===== src/rtl/p_simd_mac_unit.sv =====
// Pipelined packed-SIMD multiply / multiply-accumulate unit with valid/ready flow control.
// Optional lane saturation and sticky overflow flag are enabled by defining PSIMD_SAT_EN.
module p_simd_mac_unit #(
   parameter int unsigned XLEN   = 32,
   parameter int unsigned ELEM_W = 8,
   parameter int unsigned STAGES = 2,
   parameter int unsigned TAG_W  = 5
) (
   input  logic             clk,
   input  logic             rst_n,
   input  logic             in_valid,
   output logic             in_ready,
   input  logic [1:0]       op,
   input  logic             is_signed,
   input  logic [XLEN-1:0]  rs1,
   input  logic [XLEN-1:0]  rs2,
   input  logic [XLEN-1:0]  acc,
   input  logic [TAG_W-1:0] in_tag,
   input  logic             flush,
   output logic             out_valid,
   input  logic             out_ready,
   output logic [XLEN-1:0]  out_result,
   output logic [TAG_W-1:0] out_tag,
   output logic             ov_sticky,
   input  logic             ov_clr
);

   localparam int unsigned LANES = XLEN / ELEM_W;
   // Two guard bits above the full product keep acc +/- p exact in every sign mode.
   localparam int unsigned PW    = 2 * ELEM_W + 2;

   typedef enum logic [1:0] {
      OpMul  = 2'b00,
      OpMulh = 2'b01,
      OpMac  = 2'b10,
      OpMsu  = 2'b11
   } op_e;

`ifdef PSIMD_SAT_EN
   localparam logic signed [PW-1:0] SMAX = PW'((2 ** (ELEM_W - 1)) - 1);
   localparam logic signed [PW-1:0] SMIN = ~SMAX;
   localparam logic signed [PW-1:0] UMAX = PW'((2 ** ELEM_W) - 1);
`endif

   logic [XLEN-1:0]  lane_res;
   logic [LANES-1:0] lane_ov;

   // ---------------------------------------------------------------------------
   // Per-lane arithmetic (combinational, ahead of the first pipeline register)
   // ---------------------------------------------------------------------------
   for (genvar g = 0; g < LANES; g++) begin : g_lane
      logic [ELEM_W-1:0]    a;
      logic [ELEM_W-1:0]    b;
      logic [ELEM_W-1:0]    c;
      logic signed [PW-1:0] a_x;
      logic signed [PW-1:0] b_x;
      logic signed [PW-1:0] c_x;
      logic signed [PW-1:0] p_x;
      logic signed [PW-1:0] exact;
      logic [ELEM_W-1:0]    lane_val;
      logic                 lane_sat;

      assign a = rs1[g*ELEM_W +: ELEM_W];
      assign b = rs2[g*ELEM_W +: ELEM_W];
      assign c = acc[g*ELEM_W +: ELEM_W];

      assign a_x = {{(PW - ELEM_W){is_signed & a[ELEM_W-1]}}, a};
      assign b_x = {{(PW - ELEM_W){is_signed & b[ELEM_W-1]}}, b};
      assign c_x = {{(PW - ELEM_W){is_signed & c[ELEM_W-1]}}, c};

      assign p_x = a_x * b_x;

      always_comb begin
         exact = p_x;
         if (op == OpMac) begin
            exact = c_x + p_x;
         end else if (op == OpMsu) begin
            exact = c_x - p_x;
         end
      end

`ifdef PSIMD_SAT_EN
      logic signed [PW-1:0] hi;
      logic signed [PW-1:0] lo;

      assign hi = is_signed ? SMAX : UMAX;
      assign lo = is_signed ? SMIN : '0;

      always_comb begin
         lane_val = exact[ELEM_W-1:0];
         lane_sat = 1'b0;
         if (op == OpMulh) begin
            lane_val = p_x[2*ELEM_W-1:ELEM_W];
         end else if (exact > hi) begin
            lane_val = hi[ELEM_W-1:0];
            lane_sat = 1'b1;
         end else if (exact < lo) begin
            lane_val = lo[ELEM_W-1:0];
            lane_sat = 1'b1;
         end
      end
`else
      logic unused_upper;

      assign lane_val = (op == OpMulh) ? p_x[2*ELEM_W-1:ELEM_W] : exact[ELEM_W-1:0];
      assign lane_sat = 1'b0;
      assign unused_upper = ^{exact[PW-1:ELEM_W], p_x[PW-1:2*ELEM_W]};
`endif

      assign lane_res[g*ELEM_W +: ELEM_W] = lane_val;
      assign lane_ov[g]                   = lane_sat;
   end

   // ---------------------------------------------------------------------------
   // Pipeline: all stages move together on advance; flush only kills valids
   // ---------------------------------------------------------------------------
   logic             advance;
   logic             v_q   [STAGES];
   logic [XLEN-1:0]  res_q [STAGES];
   logic [TAG_W-1:0] tag_q [STAGES];
   logic             ovf_q [STAGES];

   assign advance = ~v_q[STAGES-1] | out_ready;

   always_ff @(posedge clk or negedge rst_n) begin
      if (!rst_n) begin
         for (int i = 0; i < STAGES; i++) begin
            v_q[i]   <= 1'b0;
            res_q[i] <= '0;
            tag_q[i] <= '0;
            ovf_q[i] <= 1'b0;
         end
      end else begin
         if (advance) begin
            for (int i = 1; i < STAGES; i++) begin
               v_q[i]   <= v_q[i-1];
               res_q[i] <= res_q[i-1];
               tag_q[i] <= tag_q[i-1];
               ovf_q[i] <= ovf_q[i-1];
            end
            v_q[0] <= in_valid;
            if (in_valid) begin
               res_q[0] <= lane_res;
               tag_q[0] <= in_tag;
               ovf_q[0] <= |lane_ov;
            end
         end
         // Later assignment overrides the shift: a flush empties every stage.
         if (flush) begin
            for (int i = 0; i < STAGES; i++) begin
               v_q[i] <= 1'b0;
            end
         end
      end
   end

   assign in_ready   = advance;
   assign out_valid  = v_q[STAGES-1];
   assign out_result = res_q[STAGES-1];
   assign out_tag    = tag_q[STAGES-1];

   // ---------------------------------------------------------------------------
   // Sticky saturation flag, updated only on an output handshake
   // ---------------------------------------------------------------------------
`ifdef PSIMD_SAT_EN
   logic ov_q;

   always_ff @(posedge clk or negedge rst_n) begin
      if (!rst_n) begin
         ov_q <= 1'b0;
      end else if (out_valid && out_ready && ovf_q[STAGES-1]) begin
         ov_q <= 1'b1;
      end else if (ov_clr) begin
         ov_q <= 1'b0;
      end
   end

   assign ov_sticky = ov_q;
`else
   logic unused_ov;

   assign unused_ov = ^{ov_clr, ovf_q[STAGES-1]};
   assign ov_sticky = 1'b0;
`endif

endmodule


===== config.mk =====
export PLATFORM = sky130hd
export DESIGN_NAME = p_simd_mac_unit
export DESIGN_NICKNAME = d
export VERILOG_FILES = /design/src/rtl/p_simd_mac_unit.sv
export SDC_FILE = /design/constraint.sdc
export NUM_CORES = 1
export LEC_CHECK = 0
export CORE_MARGIN = 3
export CORE_UTILIZATION = 60
export DETAILED_ROUTE_END_ITERATION = 7
export GPL_TIMING_DRIVEN = 0
export HOLD_SLACK_MARGIN = 0.15
export PLACE_DENSITY = 0.83
export SKIP_CTS_REPAIR_TIMING = 1
export SYNTH_ARGS = -nofsm -noshare
export SYNTH_HDL_FRONTEND = slang
export SYNTH_SLANG_ARGS = --single-unit
export TNS_END_PERCENT = 100

===== constraint.sdc =====
create_clock -name clk -period 3.84 [get_ports clk]
set_input_delay 0.768 -clock clk [delete_from_list [all_inputs] [get_ports clk]]
set_output_delay 0.768 -clock clk [all_outputs]
set_load 0.05 [all_outputs]

==> results of run 1 <==
[sequential cells by signal, indices dropped and copies added, names as in the netlist]
signal,cells
out_valid,1
tag_q,5
v_q,1
out_result,32
res_q,32
out_tag,5
[critical path, cell delays in order]
cell and delay, ns:
buf_12 0.08, clkbuf_16 0.14, clkbuf_16 0.15, nand2_8 0.06, or2_4 0.23, fa_1 0.45
fa_1 0.49, inv_1 0.05, fa_1 0.44, fa_1 0.51, inv_2 0.04, fa_1 0.51
inv_2 0.04, ha_4 0.23, and3_4 0.17, a31o_1 0.22, or4b_4 0.50, nand2_4 0.11
xnor2_4 0.07, a221oi_2 0.28, a21oi_1 0.10
[path summary, 6_finish.rpt]
kind	startpoint	to	slack, ns	cells after the start
min in group clk	out_result[29]	out_result[29]	0.47	2
min reg2reg	out_result[29]	out_result[29]	0.47	2
min	rst_n	res_q[32]	0.24	1
max	is_signed	res_q[38]	-1.64	21
max reg2reg	out_valid	v_q[1]	1.42	7
max in group asynchronous	rst_n	res_q[54]	3.04	2
[cells in the final DEF (no fill, tap or decap), types with 6 or more instances in the layout]
cell type and instances:
inv_2 12, and3_1 7, mux4_2 6, dlymetal6s2s_1 26, nor2_1 54, ha_1 180, nand2_1 320, mux2i_1 6
a21o_1 25, or2_2 6, ha_4 8, xor2_1 12, clkbuf_2 29, o21ai_0 29, buf_2 6, nor3_1 10
and2_1 156, nor2b_1 13, clkbuf_16 11, clkbuf_1 25, o21ai_1 18, xnor2_1 74, buf_4 59, dfrtp_1 76
inv_1 259, clkdlybuf4s50_1 82, a21oi_1 53, o21ai_2 7, nand3_1 9, o21a_1 6, o21bai_1 12, fa_1 255
a21oi_2 10
[area by class of cell]
class                   count  area [um2]
multi-input cells        1413       13600
flip-flops and latches     76        1900
clock inverters             6        87.6
inverters                 271        1020
fillers                  1978        7550
clock buffers              10         229
well taps                 341         427
plain buffers              98         598
repair buffers            148        1510
[cell usage after synthesis, drive strengths merged (5+ instances only)]
master	number
buf	45
nand3	9
a22o	5
xor2	13
o21bai	12
or2	10
inv	271
dfrtp	76
clkbuf	53
nor3	14
xnor2	79
and3	8
nor2	57
o21ai	57
nor2b	15
and2	159
a221oi	7
fa	260
a22oi	5
nand2	328
mux2	6
o211ai	5
a21oi	66
a211oi	11
a21o	25
or3	5
ha	188
mux2i	6
o21a	6
mux4	6
[power by group]
part | switching (mW) | internal [mW] | total [mW] | leakage, nW
logic | 6.00 | 4.94 | 10.9 | 8.90
clock network | 0.333 | 0.570 | 0.904 | 0.157
registers | 0.214 | 1.14 | 1.35 | 0.918
[routing by layer]
layer	vias up	track usage, %	routed length [um]
li1	6153	-	-
met1	6671	38.9	17300
met2	493	47.2	21100
met3	85	3.26	2800
met4	8	6.47	960
met5	-	0	49
[kinds of logic after synthesis]
| group | share of synthesized area, % |
|---|---|
| AO/OA/AOI/OAI | 9.32 |
| XOR/XNOR | 4.89 |
| adder cells (fa/ha/maj) | 45.9 |
| buffers and inverters | 9.30 |
| flip-flops | 11.5 |
| multiplexers | 1.59 |
| other | 0.0228 |
| AND/OR/NAND/NOR | 17.5 |
[metrics by stage]
| step | setup TNS, ns | hold WS (ns) | instances | cell area [um2] | setup slack, ns |
|---|---|---|---|---|---|
| detailed placement | -69.52 | 0.455 | 2318 | 18300 | -2.55 |
| floorplan | -40.68 | 0.440 | 1858 | 16600 | -1.65 |
| global route | -47.09 | 0.238 | 2363 | 19400 | -1.78 |
| CTS | -59.26 | 0.239 | 2334 | 18600 | -2.23 |
| finish | -41.97 | 0.240 | 2363 | 19400 | -1.64 |
| global placement | -109.83 | 0.450 | 2317 | 18200 | -2.50 |
==> out/results.tsv, run 1 <==
metric	value	unit
outcome	complete, but fails checks	
failing checks	negative setup slack	
DRT antenna net count	0	
Synth cell types	62	
Final Hold Viols	0	
hpwl dp	33500	um
pwr/cell area	680	mW/mm2
drt wl/cell	17.9	um
Tmin final	5.48	ns
class of the worst hold path	input pin to asynchronous set/reset pin	
Placeable Area	0.0270	mm2
Seq/Total Area, Yosys	11.5	%
vias per cell	5.67	
RSZ-0062 raised after global routing	true	
initial core utilization	61.1	%
clk root buf	clkbuf_16	
leakage	9.97	nW
Ys Warns	0	
final slew viol count	0	
Die W	172	um
Netlist Area Pre-Place	0.0165	mm2
routability cong.	0.943	
CP endpoint kind	flip-flop	
Fmax	182	MHz
top_reg_cell synth	dfrtp_1	
# diodes	0	
drt total wl	42200	um
CTS tree	done	
site row count	60	
Seq cells post-synth	76	
Setup Skew	0.00324	ns
dominant cell type by area after synthesis	fa_1	
Layout area overhead	17.7	%
Max IR drop VDD	384	uV
top cell type's share of synthesized area	31.6	%
final setup vio count	32	
IO Port Bufs	118	
die area	0.0295	mm2
insertion delay to the later sink of the worst-skew pair	0.33	ns
residual DRC count	0	
Required @ worst endpoint	4.05	ns
vias in the first global route	13500	
Post-Syn Nets	2416	
Tot GR Track Use	27.9	%
I/O pin total	150	
1st-iter DRT viols	902	
post-synthesis area per instance	8.87	um2
layout cell share with drive strength beyond 1	11.9	%
first-pass detailed-route iteration total	6	
WP data arrival	5.69	ns
Die Span Y	172	um
first-pass GRT wire length	66300	um
Util after Layout	72.0	%
cells after synthesis	1858	
Power Total	13.2	mW
top post-synthesis cells by area	fa_1 (32%), ha_1 (14%), dfrtp_1 (12%)	
Max Buffers Root-to-Sink	2	
largest net degree at the start of global routing	72	
Critical Path Start Type	input pin	
Worst Tran Pin Value	1.02	ns
fin crit share	143	%
clock sinks	76	
Max-slew headroom	31.7	%
gr ovfl total	0	
initial antenna violation count	4	
total CTS buffers	9	
CTS clk-pin slew, worst paths	0.06	ns
max-cap viol count	0	
Post-synth EDFFs	0	
worst-path fanout max	5	
DR vias	13400	
htree depth	3	
async set or reset register ratio after synthesis	100	%
fin worst setup slack	-1.64	ns
fin nets	2575	
WS Path Type	input pin to flip-flop	
Note: power is estimated with default switching activity, not from simulation.
==> run 2, diff against run 1 <==
Settings changed: HOLD_SLACK_MARGIN 0.15 to 0.08.
==> results of run 2 <==
Final layout, timing and power as in run 1 (identical DEF).
==> run 3, diff against run 2 <==
Settings changed: CTS_CLUSTER_SIZE set to 20.
==> results of run 3 <==
Final layout, timing and power as in run 1 (identical DEF).
